## config.mk

```make
export PLATFORM = sky130hd
export DESIGN_NAME = mem_responder_flat
export DESIGN_NICKNAME = d
export VERILOG_FILES = /design/src/rtl/mem_responder_if.sv /design/src/rtl/mem_responder.sv /design/src/flat_wrapper.sv
export SDC_FILE = /design/constraint.sdc
export NUM_CORES = 2
export LEC_CHECK = 0
export CAP_MARGIN = 5
export CORE_MARGIN = 2
export CORE_UTILIZATION = 53
export DETAILED_ROUTE_END_ITERATION = 7
export GPL_ROUTABILITY_DRIVEN = 1
export PLACE_DENSITY = 0.77
export SYNTH_ARGS = -nofsm -noshare
export SYNTH_HDL_FRONTEND = slang
export SYNTH_SLANG_ARGS = --single-unit
```

## constraint.sdc

```tcl
create_clock -name clk -period 8.82 [get_ports clk]
set_input_delay 1.323 -clock clk [delete_from_list [all_inputs] [get_ports clk]]
set_output_delay 1.323 -clock clk [all_outputs]
set_load 0.05 [all_outputs]
```

## src/rtl/mem_responder_if.sv

```systemverilog
// Core-to-memory word bus: request fields from the core, completion back.
interface mem_responder_if;
  logic        req;
  logic        we;
  logic [3:0]  be;
  logic [31:0] addr;
  logic [31:0] wdata;
  logic [31:0] rdata;
  logic        ready;
  logic        err;

  modport master (output req, we, be, addr, wdata, input rdata, ready, err);
  modport slave  (input req, we, be, addr, wdata, output rdata, ready, err);
endinterface

```

## src/rtl/mem_responder.sv

```systemverilog
// Word-wide memory responder with configurable wait states, byte-enable
// writes and rejection of misaligned / out-of-range accesses.
module mem_responder #(
  parameter int DEPTH_WORDS = 64,
  parameter int WAIT_STATES = 2
) (
  input  logic            clk,
  input  logic            reset,
  mem_responder_if.slave  bus
);
  localparam int AW = $clog2(DEPTH_WORDS);
  localparam int CW = (WAIT_STATES > 0) ? $clog2(WAIT_STATES + 1) : 1;

  typedef enum logic [1:0] {IDLE, WAIT, RESP} state_t;

  typedef struct packed {
    logic        we;
    logic [3:0]  be;
    logic [31:0] addr;
    logic [31:0] wdata;
  } req_t;

  state_t          state_q, state_d;
  logic [CW-1:0]   cnt_q, cnt_d;
  req_t            req_q, req_d;
  logic            ready_q, ready_d;
  logic            err_q, err_d;
  logic [31:0]     rdata_q, rdata_d;

  // Request being resolved this cycle: live inputs when going straight
  // from IDLE to RESP, otherwise the copy latched at acceptance.
  req_t            cur;
  logic            to_resp;
  logic            bad;
  logic            mem_we;
  logic [AW-1:0]   idx;

  logic [31:0]     mem [DEPTH_WORDS];

  // Next-state, counter, and response computation on the edge into RESP.
  always_comb begin
    state_d = state_q;
    cnt_d   = cnt_q;
    req_d   = req_q;
    ready_d = 1'b0;
    err_d   = 1'b0;
    rdata_d = rdata_q;
    to_resp = 1'b0;
    cur     = req_q;
    case (state_q)
      IDLE: if (bus.req) begin
        cur.we    = bus.we;
        cur.be    = bus.be;
        cur.addr  = bus.addr;
        cur.wdata = bus.wdata;
        req_d     = cur;
        cnt_d     = CW'(WAIT_STATES);
        if (WAIT_STATES > 0) begin
          state_d = WAIT;
        end else begin
          state_d = RESP;
          to_resp = 1'b1;
        end
      end
      WAIT: if (cnt_q == CW'(1)) begin
        state_d = RESP;
        cnt_d   = '0;
        to_resp = 1'b1;
      end else begin
        cnt_d   = cnt_q - CW'(1);
      end
      RESP:    state_d = IDLE;
      default: state_d = IDLE;
    endcase

    idx    = cur.addr[AW+1:2];
    bad    = (cur.addr[1:0] != 2'b00) || (cur.addr[31:AW+2] != '0);
    mem_we = to_resp && cur.we && !bad;

    if (to_resp) begin
      ready_d = 1'b1;
      err_d   = bad;
      if (bad)          rdata_d = '0;
      else if (!cur.we) rdata_d = mem[idx];
    end
  end

  // State and outputs reset asynchronously; the array is only written
  // outside reset, so a transaction cut off by reset never commits.
  always_ff @(posedge clk or negedge reset) begin
    if (!reset) begin
      state_q <= IDLE;
      cnt_q   <= '0;
      req_q   <= '0;
      ready_q <= 1'b0;
      err_q   <= 1'b0;
      rdata_q <= '0;
    end else begin
      state_q <= state_d;
      cnt_q   <= cnt_d;
      req_q   <= req_d;
      ready_q <= ready_d;
      err_q   <= err_d;
      rdata_q <= rdata_d;
      if (mem_we) begin
        for (int i = 0; i < 4; i++) begin
          if (cur.be[i]) mem[idx][8*i +: 8] <= cur.wdata[8*i +: 8];
        end
      end
    end
  end

  assign bus.rdata = rdata_q;
  assign bus.ready = ready_q;
  assign bus.err   = err_q;
endmodule

```

## src/flat_wrapper.sv

```systemverilog
// flat-port wrapper written by rule: the top's interface ports become plain ports
module mem_responder_flat 
#(
  parameter int DEPTH_WORDS = 64,
  parameter int WAIT_STATES = 2
)
  (clk, reset, bus_req, bus_we, bus_be, bus_addr, bus_wdata, bus_rdata, bus_ready, bus_err);
  mem_responder_if bus_i ();
  input  logic clk;
  input  logic reset;
  input wire logic [$bits(bus_i.req)-1:0] bus_req;
  input wire logic [$bits(bus_i.we)-1:0] bus_we;
  input wire logic [$bits(bus_i.be)-1:0] bus_be;
  input wire logic [$bits(bus_i.addr)-1:0] bus_addr;
  input wire logic [$bits(bus_i.wdata)-1:0] bus_wdata;
  output wire logic [$bits(bus_i.rdata)-1:0] bus_rdata;
  output wire logic [$bits(bus_i.ready)-1:0] bus_ready;
  output wire logic [$bits(bus_i.err)-1:0] bus_err;
  assign bus_i.req = bus_req;
  assign bus_i.we = bus_we;
  assign bus_i.be = bus_be;
  assign bus_i.addr = bus_addr;
  assign bus_i.wdata = bus_wdata;
  assign bus_rdata = bus_i.rdata;
  assign bus_ready = bus_i.ready;
  assign bus_err = bus_i.err;
  mem_responder #(.DEPTH_WORDS(DEPTH_WORDS), .WAIT_STATES(WAIT_STATES)) u_core (.clk(clk), .reset(reset), .bus(bus_i));
endmodule
```

==> impl_metrics.csv <==
group,metric,value,unit
clocking,ctsHoldBuffers,0,
detailed_routing,post_drt_wl_per_cell,29.8,um
clocking,htree_levels,4,
finish,final_nets,4990,
global_route,grt_overflow,0,
synthesis,synth_flop_cell,"edfxtp_1",
synthesis,synthMostInstantiatedCell,"edfxtp_1",
sta,skew,30.5,ps
global_route,grt_use_total,0.271,
detailed_routing,drc,1,
sta,fin_crit_sh,0.614,
critical_path,r2r_cells,10,
clocking,cts.reportedPaths.clkPinSlew,60,ps
global_route,grt_pass1_wl,308,mm
hold_path,hp-class,"input port to asynchronous set/reset pin",
detailed_routing,vias_per_cell,6.83,
detailed_routing,drt_first_iter_violations,7797,
finish,final_cells,7096,
finish,nFillCells,10400,
outcome,status,"finished with violations",
synthesis,synthTopCellsByArea,"edfxtp_1 (77%), o22ai_1 (4.9%), dfrtp_1 (3.4%)",
critical_path,rr_endpoint,"u_core.bus.rdata[30]",
detailed_routing,route.antenna.remaining_nets,0,
clocking,clk_path_buf_depth,3,
global_route,grt_max_degree,119,
global_route,grt_pass1_vias,46500,
job,cap_violations,0,
power,ir_drop,0.346,mV
detailed_routing,drt_pass1_iterations,8,
sta,layout_setup_ws,3400,ps
finish,syn_to_final_growth,12.6,%
synthesis,synth_largest_area_cell,"edfxtp_1",
finish,multiInputGateArea,0.0144,sq mm
placed_design,dp_slack,2660,ps
critical_path,cp.arrival,6110,ps
synthesis,ys_seq_area_frac,0.805,
synthesis,syn_avg_cell_area,16.6,sq um
critical_path,startpoint_type,"input port",
clocking,cts_root_buf,"clkbuf_16",
placed_design,hpwl,119,mm
detailed_routing,totalWireLength,211,mm
sta,fin_crit,5420,ps
synthesis,synth_cell_types,55,
power,power.leakage,28.5,nW
floorplanning,ios,106,
critical_path,worstReg2RegStart,"u_core.state_q[0]",
sta,whs,408,ps
finish,regArea,0.0642,sq mm
synthesis,synth-edff-count,2048,
sta,drv_slew,0,
sta,clock.fmax,185,MHz
floorplanning,std_cell_rows,142,
detailed_routing,vias,48400,
sta,hold_viol_final,0,
finish,layout-drive-gt1-share,0.106,
sta,finalSetupTns,0,ps
power,power_density,335,mW/mm^2
clocking,cts_inserted_buffers,191,
synthesis,synth_common_cells,"edfxtp_1 (2048), o22ai_1 (619), nand2_1 (424)",
critical_path,rrSetupSlack,3960,ps
clocking,cts_tree,"done",
floorplanning,core,0.150,sq mm
synthesis,netlist_area,0.0798,sq mm
synthesis,yosysTopAreaCellShare,0.771,
clocking,cts_resized,0,
synthesis,netlist_instances,4810,
placed_design,dp.cells,6712,
clocking,cts_setup_buffers,0,
critical_path,crit_path_end_kind,"flip-flop",
floorplanning,die-area,0.154,sq mm
global_route,antenna_found_initial,1,
critical_path,crit_fanout,34,
critical_path,critPathKind,"input port to flip-flop",
clocking,worstSkewPairLatency,830,ps
sta,tightestPinTransition,1390,ps
synthesis,async_flop_share,0.0497,
synthesis,synth.net_count,4883,
synthesis,synth-seq-cells,2155,
synthesis,ys_warn_count,0,
floorplanning,chipHeight,392,um
floorplanning,start_util,0.533,
outcome,violations,"DRC",
sta,slew_headroom,0.0695,
sta,rsz0062_at_grt,"no",
clocking,clock_sinks,2155,
critical_path,required,9510,ps
placed_design,port_buffers,105,
sta,setup_viol,0,
floorplanning,fp.dieW,392,um
placed_design,place.gp.congestion,0.872,
==> state kept, by name, summed over array words and instances (netlist names) <==
signal            count
u_core.cnt_q          2
u_core.state_q        2
u_core.req_q         69
u_core.mem         2048
u_core.bus.err        1
u_core.bus.ready      1
u_core.bus.rdata     32
==> power breakdown <==
group          leakage, nW  internal [W]  switching (W)
combinational         5.47       0.00203        0.00664
sequential            19.9        0.0130       0.000124
clock                 3.03       0.00464        0.00362
total                 28.5        0.0197         0.0104
==> critical path, cell delays in order <==
cell and delay [ps]:
clkdlybuf4s50_1 520, nor3b_4 210, buf_4 440, mux2i_1 690, clkinv_1 520, nand3_2 670
buf_4 500, a31oi_1 100, or4_1 540, o41ai_1 430, nand2_1 110
==> metal layers <==
metal  part of all wire  global-route usage  routed length, um
met1               0.36               0.368              75200
met4              0.047               0.120               9900
met2               0.47               0.424              99700
met5                  0                   0                  0
met3               0.13              0.0577              26400
==> area by class of cell <==
type                    count  share of cell area
well taps                2016              0.0281
clock inverters            95              0.0108
diodes                      2           0.0000557
clock buffers             259              0.0583
multi-input cells        2271               0.160
flip-flops and latches   2155               0.715
repair buffers            287              0.0276
inverters                  11            0.000488
==> metrics by stage <==
step | utilization | cell area (sq um) | total power, W
2_1_floorplan | - | 79800 | 0.0181
3_3_place_gp | 0.557 | 83300 | 0.0215
3_5_place_dp | 0.557 | 83400 | 0.0217
4_1_cts | 0.599 | 89600 | 0.0299
5_1_grt | 0.600 | 89800 | 0.0308
6_report | 0.600 | 89800 | 0.0301
==> how the worst max path moves through the flow <==
stage	depth (start not counted)	slack, ps	end	from
2_1_floorplan	9	4720	u_core.mem[17][0]	bus_addr[2]
3_3_place_gp	11	2600	u_core.bus.rdata[30]	bus_req
3_5_place_dp	11	2660	u_core.bus.rdata[30]	bus_req
4_1_cts	11	3500	u_core.bus.rdata[30]	bus_req
5_1_grt	11	3230	u_core.bus.rdata[30]	bus_req
6_report	11	3400	u_core.bus.rdata[30]	bus_req
==> kinds of logic (layout without fill, tap and decap cells) <==
family                   count (synthesis)  after routing  synth area share
other                                    0              2                 0
multiplexers                            46             46           0.00629
adder cells (fa/ha/maj)                  1              1          0.000157
AND/OR/NAND/NOR                        979            979            0.0583
buffers and inverters                  384            652            0.0200
AO/OA/AOI/OAI                         1245           1245             0.111
flip-flops                            2155           2155             0.805
==> placed cells by master, fill, tap and decap left out, drive strengths merged, types with 7 or more instances in the layout <==
master and count:
clkbuf 265, o21ai 30, o22ai 619, nand2b 7
mux2i 36, a22oi 16, clkdlybuf4s50 104, clkinv 71
nor3 355, inv 14, nor4 17, o41ai 32
mux2 10, nor2 20, a31oi 62, bufinv 16
buf 177, a21oi 36, dfrtp 107, a311o 8
o31ai 91, edfxtp 2048, a2111oi 7, nand3 43
nand3b 7, o22a 148, nand4b 32, nand2 424
o2111ai 30, o221ai 153, or3 50
Power figures use the tool's default switching activity.
